**src/rtl/reg_file_pkg.sv**
```systemverilog
// Shared constants and helpers for the scoreboarded register file.
// Optional feature macro used by the top: REG_FILE_BYPASS_EN.
package reg_file_pkg;

  localparam int DEF_DW    = 16;
  localparam int DEF_DEPTH = 8;
  localparam int DEF_NRD   = 2;

  // Low bit of slice idx within a packed bus of width-bit fields
  function automatic int slice_lo(input int idx, input int width);
    return idx * width;
  endfunction

endpackage

```
**src/rtl/reg_file_sb_rdport.sv**
```systemverilog
// One combinational read port: selects a register and its busy bit,
// forces register 0 to zero when it is hard-wired, and optionally
// forwards the data being written this cycle.
module reg_file_sb_rdport
  import reg_file_pkg::*;
#(
  parameter int DW      = DEF_DW,
  parameter int DEPTH   = DEF_DEPTH,
  parameter int AW      = $clog2(DEPTH),
  parameter int ZERO_R0 = 1,
  parameter bit BYPASS  = 1'b0
) (
  input  logic [DW-1:0]    regs [DEPTH],
  input  logic [DEPTH-1:0] busy,
  input  logic [AW-1:0]    addr,
  input  logic             byp_en,
  input  logic [AW-1:0]    byp_addr,
  input  logic [DW-1:0]    byp_data,
  input  logic             rsv_en,
  input  logic [AW-1:0]    rsv_addr,
  output logic [DW-1:0]    data,
  output logic             data_busy
);

  logic is_zero_reg;
  logic byp_hit;
  logic rsv_hit;

  assign is_zero_reg = (ZERO_R0 != 0) && (addr == '0);
  assign byp_hit     = BYPASS && byp_en && (byp_addr == addr);
  assign rsv_hit     = rsv_en && (rsv_addr == addr);

  // Read mux: hard zero first, then forwarded write data, then storage.
  // A pending reserve of the same register keeps the stored busy bit visible.
  always_comb begin
    data      = regs[addr];
    data_busy = busy[addr];
    if (is_zero_reg) begin
      data      = '0;
      data_busy = 1'b0;
    end else if (byp_hit) begin
      data = byp_data;
      if (!rsv_hit) begin
        data_busy = 1'b0;
      end
    end
  end

endmodule

```
**src/rtl/reg_file_sb.sv**
```systemverilog
// Parametrised register file with a per-register busy scoreboard.
// Define REG_FILE_BYPASS_EN to forward same-cycle write data to reads.
module reg_file_sb
  import reg_file_pkg::*;
#(
  parameter int DW      = DEF_DW,
  parameter int DEPTH   = DEF_DEPTH,
  parameter int AW      = $clog2(DEPTH),
  parameter int NRD     = DEF_NRD,
  parameter int ZERO_R0 = 1
) (
  input  logic              clk,
  input  logic              rst_n,
  input  logic              RegWrite,
  input  logic [AW-1:0]     write_reg,
  input  logic [DW-1:0]     write_data,
  input  logic              rsv_en,
  input  logic [AW-1:0]     rsv_reg,
  input  logic [NRD*AW-1:0] read_reg,
  output logic [NRD*DW-1:0] read_data,
  output logic [NRD-1:0]    read_busy,
  output logic              any_busy
);

`ifdef REG_FILE_BYPASS_EN
  localparam bit BYPASS = 1'b1;
`else
  localparam bit BYPASS = 1'b0;
`endif

  logic [DW-1:0]    regs [DEPTH];
  logic [DEPTH-1:0] busy;
  logic             wr_ok;
  logic             rsv_ok;
  logic             byp_en;

  // Register 0 silently drops writes and reserves when hard-wired to zero
  assign wr_ok  = RegWrite && !((ZERO_R0 != 0) && (write_reg == '0));
  assign rsv_ok = rsv_en && !((ZERO_R0 != 0) && (rsv_reg == '0));
  assign byp_en = wr_ok && rst_n;

  // Data storage, cleared asynchronously
  always_ff @(posedge clk or negedge rst_n) begin
    if (!rst_n) begin
      for (int i = 0; i < DEPTH; i++) begin
        regs[i] <= '0;
      end
    end else if (wr_ok) begin
      regs[write_reg] <= write_data;
    end
  end

  // Busy scoreboard: a write clears, a reserve sets; the reserve is applied
  // last so it wins when both target the same register
  always_ff @(posedge clk or negedge rst_n) begin
    if (!rst_n) begin
      busy <= '0;
    end else begin
      if (wr_ok) begin
        busy[write_reg] <= 1'b0;
      end
      if (rsv_ok) begin
        busy[rsv_reg] <= 1'b1;
      end
    end
  end

  assign any_busy = |busy;

  for (genvar g = 0; g < NRD; g++) begin : g_rd
    reg_file_sb_rdport #(
      .DW      (DW),
      .DEPTH   (DEPTH),
      .AW      (AW),
      .ZERO_R0 (ZERO_R0),
      .BYPASS  (BYPASS)
    ) u_rdport (
      .regs      (regs),
      .busy      (busy),
      .addr      (read_reg[slice_lo(g, AW) +: AW]),
      .byp_en    (byp_en),
      .byp_addr  (write_reg),
      .byp_data  (write_data),
      .rsv_en    (rsv_ok),
      .rsv_addr  (rsv_reg),
      .data      (read_data[slice_lo(g, DW) +: DW]),
      .data_busy (read_busy[g])
    );
  end

endmodule

```
**config.mk**
```make
export PLATFORM = sky130hd
export DESIGN_NAME = reg_file_sb
export DESIGN_NICKNAME = d
export VERILOG_FILES = /design/src/rtl/reg_file_pkg.sv /design/src/rtl/reg_file_sb_rdport.sv /design/src/rtl/reg_file_sb.sv
export SDC_FILE = /design/constraint.sdc
export NUM_CORES = 1
export LEC_CHECK = 0
export ABC_AREA = 1
export CAP_MARGIN = 40
export CORE_ASPECT_RATIO = 1.2
export CORE_UTILIZATION = 40
export CTS_BUF_LIST = sky130_fd_sc_hd__clkbuf_4
export CTS_CLUSTER_SIZE = 12
export DETAILED_ROUTE_END_ITERATION = 10
export PLACE_DENSITY_LB_ADDON = 0.2
export SLEW_MARGIN = 10
export SYNTH_ARGS = -nofsm -noshare
export SYNTH_HDL_FRONTEND = slang
export SYNTH_SLANG_ARGS = --single-unit
export TNS_END_PERCENT = 1
```
**constraint.sdc**
```tcl
create_clock -name clk -period 1.2 [get_ports clk]
set_clock_uncertainty 0.05 [all_clocks]
set_input_delay 0.18 -clock clk [delete_from_list [all_inputs] [get_ports clk]]
set_output_delay 0.18 -clock clk [all_outputs]
set_load 0.02 [all_outputs]
```
==> summary.txt <==
Worst setup path
  – CP max-delay cell: clkdlybuf4s50_1
  – Worst r2r path cells: 3
  – Worst path cell trace: clkdlybuf4s50_1 -> buf_4 -> nand3_1 -> nand2_2 -> nor2_4 -> buf_2
  – Crit Reg-Reg Endpoint: regs[4]
  – Worst setup EP type: primary output
  – Setup CP Type: in2out
  – Req. time, crit path: 0.97 ns
  – Setup crit start kind: primary input
  – Slowest stage delay, CP: 0.59 ns
  – Worst EP arrival: 1.65 ns
  – Crit path buf inv count: 3
  – CP Max Fanout: 22
  – Reg-to-Reg Start: regs[4]
  – Reg2Reg Setup Slack: 0.35 ns
  – Top delay family on crit path: buffers and inverters

Floorplanning
  – I/O pins: 67
  – Core Rows: 56
  – Starting Density: 40.8%
  – DIE AREA: 20400 um^2
  – Core ar.: 19500 um^2
  – Die width: 131 um
  – Die H: 156 um

CTS
  – # clock sinks: 136
  – Clock Latency Late Sink: 0.57 ns
  – CTS H-tree depth: 4
  – Total CTS buffers: 17
  – Bufs on Longest Clock Path: 2
  – Root Driver: clkbuf_4
  – Clock-pin slew of the registers on the worst-case setup and hold paths: 0.13 ns
  – CTS tree: built

Drt
  – DRC Markers: 1
  – Routed WL: 24100 um
  – Residual antenna-violating net count after detailed routing: 0
  – Vias/cell: 5.05
  – Via Count: 7758
  – Number of DRC markers in iteration 0: 544
  – WL/cell: 15.7 um
  – Drt pass-1 iters: 8

Power
  – Power share of the combinational group: 30.9%
  – Sw Ratio: 35.0%
  – Clock Power Share: 24.8%
  – Switching pwr: 0.00459 W
  – Pwr/cell area: 1310 nW/um^2
  – Peak VDD IR: 716 uV
  – Seq pwr share: 44.3%
  – Int Power: 0.00851 W
  – P_leak: 5.22 nW

Final layout
  – Area of the multi-input gates: 3740 um^2
  – Commonest non-fill, non-tap cell in the layout: nand2_1
  – Reg area: 3400 um^2
  – Fill cells: 2013
  – Final Non-Filler Cells: 1535
  – Final nets: 1292
  – Most frequent cells in the layout: 424 x nand2_1, 138 x inv_1, 136 x dfrtp_1
  – Layout area overhead: 25.7%
  – Ratio of cells with drive above 1 in the final layout: 19.7%

Synthesis
  – Yosys top cell area share: 42.9%
  – Syn. warnings: 0
  – Area leader, netlist: dfrtp_1
  – Post-synth net total: 1213
  – Netlist cell types: 19
  – Seq/Total Area, Yosys: 42.9%
  – Post-Syn Area: 7940 um^2
  – Number of synthesized register bits: 136
  – Synthesized area per cell: 6.72 um^2
  – Mapped Cells: 1181
  – Top cells by area, synth: dfrtp_1 43%, nand2_1 21%, inv_1 7.5%

Timing
  – Setup violations, final: 35
  – Period utilization: 156%
  – Slew @ Worst Pin: 0.381 ns
  – Fin worst setup slack: -0.676 ns
  – Slew Limit Fails: 0
  – Final hold violations: 0
  – Slew HR: 74.6%
  – RSZ-0062 raised after global routing: true
  – Fin crit period: 1.88 ns
  – Maximum clock frequency: 533 MHz

Worst hold path
  – Worst min-delay path category: in2reg
  – Hold path cells: 3
  – Min-delay src: write_data[3]
  – Hold endpoint: regs[3]

Placed design
  – Pre-CTS WS: -1.11 ns
  – Placed cell count: 1496
  – HPWL after DPL: 15600 um
  – RD Place Congestion: 0.824
  – Port-buffer cells: 66

Global route
  – GRT Overall Usage: 25.1%
  – Grt ovf: 0
  – Antenna violations before repair: 1
  – Largest net degree at the start of global routing: 47
  – Global-route wire length before repair: 38400 um
  – Vias in the first global route: 7359

Job
  – Max_cap viols: 0

Status
  – Failing checks: design-rule violations, negative setup slack
  – Status: finished with violations
==> metrics by stage <==
step | util (%) | total power [W] | cell area [um^2] | hold slack, ns | TNS [ns]
after floorplan | - | 0.00821 | 8150 | -0.166 | -0.0235
after global placement | 49.1 | 0.00976 | 9560 | 0.00310 | -73.46
after detailed placement | 49.1 | 0.00983 | 9560 | 0.00699 | -76.33
after CTS | 50.8 | 0.0131 | 9890 | 0.101 | -21.82
after global routing | 51.2 | 0.0140 | 9980 | 0.127 | -24.63
final | 51.2 | 0.0131 | 9980 | 0.139 | -20.86
==> cell families after synthesis <==
| family | synth area share [%] |
|---|---|
| AND/OR/NAND/NOR | 31.5 |
| AO/OA/AOI/OAI | 12.1 |
| buffers and inverters | 13.5 |
| flip-flops | 42.9 |
==> sequential cells by signal, summed over array words and instances (netlist names) <==
name,flops
busy,8
regs,128
==> synthesized netlist by cell type <==
library cell	count
nand2_1	453
inv_1	159
dfrtp_1	136
o21ai_0	118
nand3_1	116
nor2_1	49
o211ai_1	48
buf_2	47
clkbuf_1	31
buf_4	5
buf_6	5
inv_2	4
buf_1	3
nor4_1	2
a21oi_1	1
clkbuf_2	1
nand2_2	1
nor3_4	1
o22ai_1	1
==> worst reg2reg max path, stage by stage (launching register included) <==
cell	delay [ns]
dfrtp_1	0.37
inv_2	0.06
buf_4	0.12
o21ai_0	0.17
==> how the worst max path moves through the flow <==
stage,from,endpoint,slack [ns],cells past startpoint
after CTS,regs[19],read_data[19],-0.71,6
final,read_reg[2],read_data[7],-0.68,6
after detailed placement,read_reg[4],read_busy[1],-1.11,8
after global routing,regs[95],read_data[31],-0.77,6
after global placement,read_reg[4],read_data[17],-1.10,8
after floorplan,read_reg[1],read_data[10],-0.003,7
==> routing by layer <==
| metal | GRT usage, % | wire length (um) |
|---|---|---|
| met1 | 31.8 | 10200 |
| met5 | 0 | 0 |
| met2 | 42.2 | 12000 |
| met4 | 10.8 | 721 |
| met3 | 3.79 | 1240 |
==> power by group through the flow <==
stage / clock network [W] / logic (W) / registers (W)
2_1_floorplan: 0 / 0.00246 / 0.00575
3_3_place_gp: 0 / 0.00393 / 0.00584
3_5_place_dp: 0 / 0.00397 / 0.00586
4_1_cts: 0.00334 / 0.00401 / 0.00579
5_1_grt: 0.00354 / 0.00455 / 0.00589
6_report: 0.00325 / 0.00405 / 0.00580
==> layout make-up <==
| cell class | count | area share, % |
|---|---|---|
| clock inverter | 14 | 1.57 |
| antenna | 1 | 0.0251 |
| clock buffer | 18 | 1.35 |
| timing repair buffer | 152 | 16.0 |
| sequential | 136 | 34.1 |
| tap | 261 | 3.27 |
| inverter | 163 | 6.18 |
| multi-input combinational | 790 | 37.5 |
==> repair_timing <==
action / in CTS / in global routing
setup buffers: 4 / 0
hold buffers: 2 / 0
hold endpoints to repair: 136 / 0
resized for setup: 214 / 32
endpoints found under the setup margin: 35 / 35
pin swaps: 23 / 16
No activity file was read; power rests on OpenSTA's default activity.
